==> src/rtl/axi_ram_pkg.sv <==
// Shared AXI read-channel constants and the read controller's state encoding.
package axi_ram_pkg;

    localparam logic [1:0] AXI_RESP_OKAY   = 2'b00;
    localparam logic [1:0] AXI_BURST_FIXED = 2'b00;
    localparam logic [1:0] AXI_BURST_INCR  = 2'b01;

    typedef enum logic {
        IDLE  = 1'b0,
        BURST = 1'b1
    } rd_state_t;

endpackage

==> src/rtl/axi_ram_read_ctrl_if.sv <==
// AXI4 read-address and read-data channel bundle between an AXI master and the RAM read controller.
interface axi_ram_read_ctrl_if #(
    parameter int ID_WIDTH       = 8,
    parameter int AXI_ADDR_WIDTH = 32,
    parameter int DATA_WIDTH     = 64
);
    logic [ID_WIDTH-1:0]       arid;
    logic [AXI_ADDR_WIDTH-1:0] araddr;
    logic [7:0]                arlen;
    logic [2:0]                arsize;
    logic [1:0]                arburst;
    logic                      arvalid;
    logic                      arready;
    logic [ID_WIDTH-1:0]       rid;
    logic [DATA_WIDTH-1:0]     rdata;
    logic [1:0]                rresp;
    logic                      rlast;
    logic                      rvalid;
    logic                      rready;

    modport slave (
        input  arid, araddr, arlen, arsize, arburst, arvalid, rready,
        output arready, rid, rdata, rresp, rlast, rvalid
    );

    modport master (
        output arid, araddr, arlen, arsize, arburst, arvalid, rready,
        input  arready, rid, rdata, rresp, rlast, rvalid
    );
endinterface

==> src/rtl/axi_rdata_fifo.sv <==
// Two-entry synchronous FIFO holding {last, data} beats waiting for the R channel.
module axi_rdata_fifo #(
    parameter int WIDTH = 65
) (
    input  logic             clk,
    input  logic             rst_n,
    input  logic             push,
    input  logic [WIDTH-1:0] push_data,
    input  logic             pop,
    output logic [WIDTH-1:0] head,
    output logic             full,
    output logic             empty,
    output logic [1:0]       count
);
    logic [WIDTH-1:0] mem_p1 [2];
    logic             wr_ptr;
    logic             rd_ptr;
    logic [1:0]       level;
    logic             push_ok;
    logic             pop_ok;

    assign empty   = (level == 2'd0);
    assign full    = (level == 2'd2);
    assign count   = level;
    assign head    = mem_p1[rd_ptr];
    assign pop_ok  = pop & ~empty;
    assign push_ok = push & (~full | pop_ok);

    always_ff @(posedge clk) begin
        if (!rst_n) begin
            wr_ptr <= 1'b0;
            rd_ptr <= 1'b0;
            level  <= 2'd0;
        end else begin
            if (push_ok) wr_ptr <= ~wr_ptr;
            if (pop_ok)  rd_ptr <= ~rd_ptr;
            case ({push_ok, pop_ok})
                2'b10:   level <= level + 2'd1;
                2'b01:   level <= level - 2'd1;
                default: level <= level;
            endcase
        end
    end

    // Storage is data only; empty masks whatever it holds after reset.
    always_ff @(posedge clk) begin
        if (push_ok) mem_p1[wr_ptr] <= push_data;
    end
endmodule

==> src/rtl/axi_ram_read_ctrl.sv <==
// AXI4 read slave: splits one AR burst at a time into single-word RAM reads and
// returns the 1-cycle-latency RAM data on R through a 2-entry skid FIFO.
module axi_ram_read_ctrl
    import axi_ram_pkg::*;
#(
    parameter int DATA_WIDTH     = 64,
    parameter int MEM_DEPTH      = 256,
    parameter int MEM_ADDR_WIDTH = $clog2(MEM_DEPTH),
    parameter int AXI_ADDR_WIDTH = 32,
    parameter int ID_WIDTH       = 8
) (
    input  logic                      clk,
    input  logic                      rst_n,
    axi_ram_read_ctrl_if.slave        s_axi,
    output logic [MEM_ADDR_WIDTH-1:0] ram_read_addr,
    output logic                      ram_read_enable,
    input  logic [DATA_WIDTH-1:0]     ram_read_data
);
    localparam int BYTE_SHIFT = $clog2(DATA_WIDTH / 8);
    localparam logic [MEM_ADDR_WIDTH-1:0] LAST_WORD = MEM_ADDR_WIDTH'(MEM_DEPTH - 1);

    rd_state_t                 state;
    rd_state_t                 state_nxt;
    logic                      arready_r;
    logic [ID_WIDTH-1:0]       rid_r;
    logic [MEM_ADDR_WIDTH-1:0] addr_r;
    logic [8:0]                remaining;
    logic                      fixed;
    logic                      vld_p1;
    logic                      last_p1;
    logic                      ar_hs;
    logic                      r_hs;
    logic                      issue;
    logic [2:0]                occupancy;
    logic [DATA_WIDTH:0]       head;
    logic                      fifo_full;
    logic                      fifo_empty;
    logic [1:0]                fifo_count;
    logic                      unused_ok;

    assign ar_hs = s_axi.arvalid & arready_r;
    assign r_hs  = ~fifo_empty & s_axi.rready;

    always_ff @(posedge clk) begin
        if (!rst_n) begin
            state     <= IDLE;
            arready_r <= 1'b0;
        end else begin
            state     <= state_nxt;
            arready_r <= (state_nxt == IDLE);
        end
    end

    always_comb begin
        state_nxt = state;
        case (state)
            IDLE:    if (ar_hs) state_nxt = BURST;
            BURST:   if (r_hs && head[DATA_WIDTH]) state_nxt = IDLE;
            default: state_nxt = IDLE;
        endcase
    end

    // Issue only when the beat it produces is guaranteed a FIFO slot.
    always_comb begin
        occupancy = {1'b0, fifo_count} + {2'b00, vld_p1} - {2'b00, r_hs};
        issue     = (state == BURST) && (remaining != 9'd0) && (occupancy < 3'd2);
    end

    always_ff @(posedge clk) begin
        if (!rst_n) begin
            rid_r     <= '0;
            addr_r    <= '0;
            remaining <= 9'd0;
            fixed     <= 1'b0;
            vld_p1    <= 1'b0;
            last_p1   <= 1'b0;
        end else begin
            vld_p1  <= issue;
            last_p1 <= issue && (remaining == 9'd1);
            if (ar_hs) begin
                rid_r     <= s_axi.arid;
                addr_r    <= s_axi.araddr[MEM_ADDR_WIDTH+BYTE_SHIFT-1:BYTE_SHIFT];
                remaining <= {1'b0, s_axi.arlen} + 9'd1;
                fixed     <= (s_axi.arburst == AXI_BURST_FIXED);
            end else if (issue) begin
                remaining <= remaining - 9'd1;
                if (!fixed) addr_r <= (addr_r == LAST_WORD) ? '0 : addr_r + 1'b1;
            end
        end
    end

    // Stage p1 -> FIFO: RAM data lands the cycle after the read was issued.
    axi_rdata_fifo #(
        .WIDTH (DATA_WIDTH + 1)
    ) u_fifo (
        .clk       (clk),
        .rst_n     (rst_n),
        .push      (vld_p1),
        .push_data ({last_p1, ram_read_data}),
        .pop       (r_hs),
        .head      (head),
        .full      (fifo_full),
        .empty     (fifo_empty),
        .count     (fifo_count)
    );

    assign ram_read_enable = issue;
    assign ram_read_addr   = addr_r;
    assign s_axi.arready   = arready_r;
    assign s_axi.rvalid    = ~fifo_empty;
    assign s_axi.rdata     = fifo_empty ? '0 : head[DATA_WIDTH-1:0];
    assign s_axi.rlast     = ~fifo_empty & head[DATA_WIDTH];
    assign s_axi.rid       = rid_r;
    assign s_axi.rresp     = AXI_RESP_OKAY;

    assign unused_ok = ^{s_axi.arsize, s_axi.araddr[BYTE_SHIFT-1:0],
                         s_axi.araddr[AXI_ADDR_WIDTH-1:MEM_ADDR_WIDTH+BYTE_SHIFT], fifo_full};
endmodule

==> src/flat_wrapper.sv <==
// flat-port wrapper written by rule: the top's interface ports become plain ports
module axi_ram_read_ctrl_flat import axi_ram_pkg::*;
#(
    parameter int DATA_WIDTH     = 64,
    parameter int MEM_DEPTH      = 256,
    parameter int MEM_ADDR_WIDTH = $clog2(MEM_DEPTH),
    parameter int AXI_ADDR_WIDTH = 32,
    parameter int ID_WIDTH       = 8
)
  (clk, rst_n, ram_read_addr, ram_read_enable, ram_read_data, s_axi_arid, s_axi_araddr, s_axi_arlen, s_axi_arsize, s_axi_arburst, s_axi_arvalid, s_axi_rready, s_axi_arready, s_axi_rid, s_axi_rdata, s_axi_rresp, s_axi_rlast, s_axi_rvalid);
  axi_ram_read_ctrl_if #(.ID_WIDTH(ID_WIDTH), .AXI_ADDR_WIDTH(AXI_ADDR_WIDTH), .DATA_WIDTH(DATA_WIDTH)) s_axi_i ();
  input  logic clk;
  input  logic rst_n;
  output logic [MEM_ADDR_WIDTH-1:0] ram_read_addr;
  output logic ram_read_enable;
  input  logic [DATA_WIDTH-1:0] ram_read_data;
  input wire logic [$bits(s_axi_i.arid)-1:0] s_axi_arid;
  input wire logic [$bits(s_axi_i.araddr)-1:0] s_axi_araddr;
  input wire logic [$bits(s_axi_i.arlen)-1:0] s_axi_arlen;
  input wire logic [$bits(s_axi_i.arsize)-1:0] s_axi_arsize;
  input wire logic [$bits(s_axi_i.arburst)-1:0] s_axi_arburst;
  input wire logic [$bits(s_axi_i.arvalid)-1:0] s_axi_arvalid;
  input wire logic [$bits(s_axi_i.rready)-1:0] s_axi_rready;
  output wire logic [$bits(s_axi_i.arready)-1:0] s_axi_arready;
  output wire logic [$bits(s_axi_i.rid)-1:0] s_axi_rid;
  output wire logic [$bits(s_axi_i.rdata)-1:0] s_axi_rdata;
  output wire logic [$bits(s_axi_i.rresp)-1:0] s_axi_rresp;
  output wire logic [$bits(s_axi_i.rlast)-1:0] s_axi_rlast;
  output wire logic [$bits(s_axi_i.rvalid)-1:0] s_axi_rvalid;
  assign s_axi_i.arid = s_axi_arid;
  assign s_axi_i.araddr = s_axi_araddr;
  assign s_axi_i.arlen = s_axi_arlen;
  assign s_axi_i.arsize = s_axi_arsize;
  assign s_axi_i.arburst = s_axi_arburst;
  assign s_axi_i.arvalid = s_axi_arvalid;
  assign s_axi_i.rready = s_axi_rready;
  assign s_axi_arready = s_axi_i.arready;
  assign s_axi_rid = s_axi_i.rid;
  assign s_axi_rdata = s_axi_i.rdata;
  assign s_axi_rresp = s_axi_i.rresp;
  assign s_axi_rlast = s_axi_i.rlast;
  assign s_axi_rvalid = s_axi_i.rvalid;
  axi_ram_read_ctrl #(.DATA_WIDTH(DATA_WIDTH), .MEM_DEPTH(MEM_DEPTH), .MEM_ADDR_WIDTH(MEM_ADDR_WIDTH), .AXI_ADDR_WIDTH(AXI_ADDR_WIDTH), .ID_WIDTH(ID_WIDTH)) u_core (.clk(clk), .rst_n(rst_n), .s_axi(s_axi_i), .ram_read_addr(ram_read_addr), .ram_read_enable(ram_read_enable), .ram_read_data(ram_read_data));
endmodule
==> config.mk <==
export PLATFORM = sky130hd
export DESIGN_NAME = axi_ram_read_ctrl_flat
export DESIGN_NICKNAME = d
export VERILOG_FILES = /design/src/rtl/axi_ram_pkg.sv /design/src/rtl/axi_ram_read_ctrl_if.sv /design/src/rtl/axi_rdata_fifo.sv /design/src/rtl/axi_ram_read_ctrl.sv /design/src/flat_wrapper.sv
export SDC_FILE = /design/constraint.sdc
export NUM_CORES = 1
export LEC_CHECK = 0
export CAP_MARGIN = 30
export CORE_MARGIN = 2
export CORE_UTILIZATION = 35
export CTS_CLUSTER_DIAMETER = 100
export DETAILED_ROUTE_END_ITERATION = 8
export GPL_TIMING_DRIVEN = 0
export HOLD_SLACK_MARGIN = 0.08
export PLACE_DENSITY = 0.7
export SYNTH_ARGS = -nofsm -noshare
export SYNTH_HDL_FRONTEND = slang
export SYNTH_SLANG_ARGS = --single-unit
export TNS_END_PERCENT = 1
==> constraint.sdc <==
create_clock -name clk -period 5.5 [get_ports clk]
set_input_delay 1.375 -clock clk [delete_from_list [all_inputs] [get_ports clk]]
set_output_delay 1.375 -clock clk [all_outputs]
set_load 0.02 [all_outputs]
==> run_results.csv <==
group,metric,value,unit
logic_synthesis,seq_area_frac_synth,68.44,%
detailed_routing,finalWirelength,15.62,mm
die,start_util,35.85,%
setup_path,cp_num_buf_inv,2,
detailed_routing,first_pass_iters,4,
timing,finalMaxSlewViolations,0,
min_path,hold_class,"register to register",
logic_synthesis,postSynthAreaPerCell,13.43,um2
run_status,status,"finished clean",
die,coreArea,0.01877,mm2
detailed_routing,via_count,4585,
die,die_y,142.6,um
finish,area_growth,40.80,%
setup_path,worstSetupPathType,"primary input to primary output",
die,rows,50,
cts,numCtsBuffers,17,
die,die_w,142.6,um
grt,grt_use_total,15.55,%
cts,clockBufferDepth,2,
logic_synthesis,synth_warnings,0,
detailed_routing,ant_nets,0,
cts,cts_htree_levels,4,
timing,max_slew.worst_pin.slew,895.3,ps
setup_path,critPathLaunchType,"primary input",
logic_synthesis,yosys.cell_types.count,42,
logic_synthesis,netlist_area,0.006728,mm2
grt,antenna_found_initial,1,
finish,drive_gt1_share,6.285,%
place,numPortBuffers,177,
logic_synthesis,synth_edf_count,130,
detailed_routing,via_per_inst,4.826,
setup_path,cpMostUsedCell,"clkdlybuf4s50_1",
grt,grt_pass1_wl,24.27,mm
cts,hold_buffers,0,
setup_path,crit_path_top_delay_cell,"clkdlybuf4s50_1",
place,gp_congestion,0.8609,
grt,grt_overflow_total,0,
setup_path,ff2ff_setup_slack,2320,ps
pwr,p_per_area,342.0,mW/mm2
min_path,holdPathStages,0,
logic_synthesis,ys_seq_elements,165,
timing,fmax,186.9,MHz
cts,cts.repair.resized,0,
min_path,hold_start,"u_core.last_p1$_SDFF_PN0_",
logic_synthesis,async_reset_ff_share,0,%
setup_path,r2r-end,"u_core.ram_read_addr[3]$_SDFFE_PN0P_",
logic_synthesis,synth_top_family_by_area,"simple AND/OR/NAND/NOR gates",
timing,setup_violations,0,
cts,clock-sinks,165,
job,drv_cap,0,
finish,nets,831,
detailed_routing,drc_errors,0,
finish,final_cell_mix,"clkdlybuf4s50_1, edfxtp_1, nor2_1",
logic_synthesis,synthMuxAreaShare,9.820,%
cts,clock-root-buffer,"clkbuf_16",
die,io_pins,207,
setup_path,rr_startpoint,"u_core.u_fifo.count[1]$_SDFFE_PN0P_",
finish,final_common_cell,"clkdlybuf4s50_1",
cts,clk_pin_slew_worst_paths,60,ps
grt,grt_max_degree,33,
die,design.die.area,0.02035,mm2
timing,post-route-min-period,5350,ps
logic_synthesis,synthAdderAreaFrac,1.413,%
detailed_routing,wl_per_cell,16.44,um
timing,final_hold_viol_count,0,
setup_path,path_cells,"clkdlybuf4s50_1, and2_1, ha_1, nand2b_1, fa_1, xor2_1, a311oi_4, clkdlybuf4s50_1",
cts,cts_tree,"done",
setup_path,critPathMaxStageDelay,670,ps
logic_synthesis,yosys.area_share.simple,11.10,%
pwr,p_leak,3.063,nW
setup_path,crit_path_end_kind,"primary output",
finish,final_core_util,50.47,%
logic_synthesis,syn_inst,501,
cts,insertion_delay,420,ps
timing,rsz0062_at_grt,"false",
setup_path,crit_family,"buffers and inverters",
timing,tns,0,ps
timing,fin_crit_sh,97.28,%
cts,post_cts_buffers,1,
timing,finClkSkew,9.034,ps
logic_synthesis,synth_xor_area_share,1.953,%
setup_path,cp.arrival,3980,ps
pwr,peakVddDrop,0.0002072,V
logic_synthesis,synthFlopType,"edfxtp_1",
setup_path,path_max_fanout,4,
detailed_routing,drtIter0Drc,150,
logic_synthesis,synth_compound_area_share,5.319,%
setup_path,rr_worst_depth,12,
timing,slew_headroom,39.80,%
grt,grt_pass1_vias,4796,
place,hpwlAfterDp,11.10,mm
setup_path,required,4120,ps
finish,n_antenna_cell,0,
min_path,hold_end,"u_core.u_fifo.mem_p1[0][64]$_DFFE_PP_",
-- through the flow --
step	cells	total power [mW]	cell area, um2	hold slack (ps)	setup WS (ps)
finish	950	3.240	9473	438.1	149.8
global route	950	3.385	9473	459.0	24.47
CTS	950	3.281	9473	444.1	146.5
detailed placement	917	2.136	8891	432.2	-205.7
global placement	913	2.122	8796	414.2	-1435
floorplan	502	1.814	6731	403.7	780.0
-- cell usage after synthesis (all sizes together), types with 2 or more instances --
| library cell | n | share of area (%) |
|---|---|---|
| buf | 6 | 0.45 |
| edfxtp | 130 | 58 |
| nor4 | 4 | 0.46 |
| ha | 6 | 1.1 |
| nand2b | 3 | 0.39 |
| nor2 | 76 | 4.2 |
| mux2i | 66 | 9.8 |
| a31oi | 5 | 0.46 |
| nand4 | 2 | 0.19 |
| or3 | 4 | 0.37 |
| nand4b | 2 | 0.26 |
| o31ai | 3 | 0.33 |
| nand2 | 29 | 1.6 |
| o21ai | 22 | 1.6 |
| and2 | 12 | 1.1 |
| and4 | 3 | 0.39 |
| a21oi | 13 | 0.97 |
| dfxtp | 35 | 10 |
| nor2b | 3 | 0.28 |
| inv | 6 | 0.33 |
| nor3 | 5 | 0.37 |
| clkbuf | 20 | 1.1 |
| nand3 | 7 | 0.52 |
| xnor2 | 7 | 0.91 |
| nand3b | 2 | 0.22 |
| a21boi | 9 | 1.0 |
| a311oi | 2 | 0.52 |
| xor2 | 8 | 1.0 |
| and3 | 2 | 0.19 |
-- worst max path at each step --
stage	start	cells past startpoint	end	slack, ps
2_1_floorplan	s_axi_rready	2	u_core.u_fifo.mem_p1[0][0]$_DFFE_PP_	780
3_3_place_gp	s_axi_rready	3	u_core.u_fifo.mem_p1[0][49]$_DFFE_PP_	-1440
3_5_place_dp	s_axi_rready	8	ram_read_enable	-210
4_1_cts	s_axi_rready	8	ram_read_enable	150
5_1_grt	s_axi_rready	8	ram_read_enable	20
6_report	s_axi_rready	8	ram_read_enable	150
-- cells by family after synthesis --
logic type	Yosys count
DFF	165
and+or+nand+nor	158
muxes	66
AOI/OAI and AO/OA	57
buffers and inverters	32
xor gates and xnor gates	15
adders and majority gates	7
other	1
-- routing by layer --
layer | wire length (um) | vias to the layer above | global-route usage [%]
met5 | 13 | - | 0
met4 | 256 | 2 | 5.419
met3 | 1202 | 17 | 5.734
met2 | 7373 | 144 | 26.42
met1 | 6769 | 2189 | 18.16
li1 | - | 2233 | -
-- state kept, by name, indices dropped and copies added (netlist names), 2 cells and up, named ones only --
| signal | count |
|---|---|
| u_core.s_axi.rid | 8 |
| u_core.remaining | 9 |
| u_core.u_fifo.mem_p1 | 130 |
| u_core.u_fifo.count | 2 |
| u_core.ram_read_addr | 8 |
-- layout make-up --
type | count | area [um2]
multi-input cells | 305 | 2014
repair buffers | 182 | 1859
well taps | 234 | 292.8
flip-flops and latches | 165 | 4604
clock inverters | 15 | 148.9
fillers | 1663 | 9295
clock buffers | 17 | 425.4
plain buffers | 26 | 105.1
inverters | 6 | 22.52
-- power by group --
group / total (mW) / internal, mW / switching [mW]
Combinational: 0.678 / 0.317 / 0.361
Sequential: 1.43 / 1.40 / 0.0312
Clock: 1.13 / 0.634 / 0.501
-- worst register-to-register path: cells and delay by family, from the launching register on --
kind,cells,cell delay [ps]
flip-flops,1,370
AO/OA/AOI/OAI,2,510
AND/OR/NAND/NOR,5,1070
XOR/XNOR,1,190
buffers and inverters,2,350
adder cells (fa/ha/maj),2,630
No activity file was read; power rests on OpenSTA's default activity.
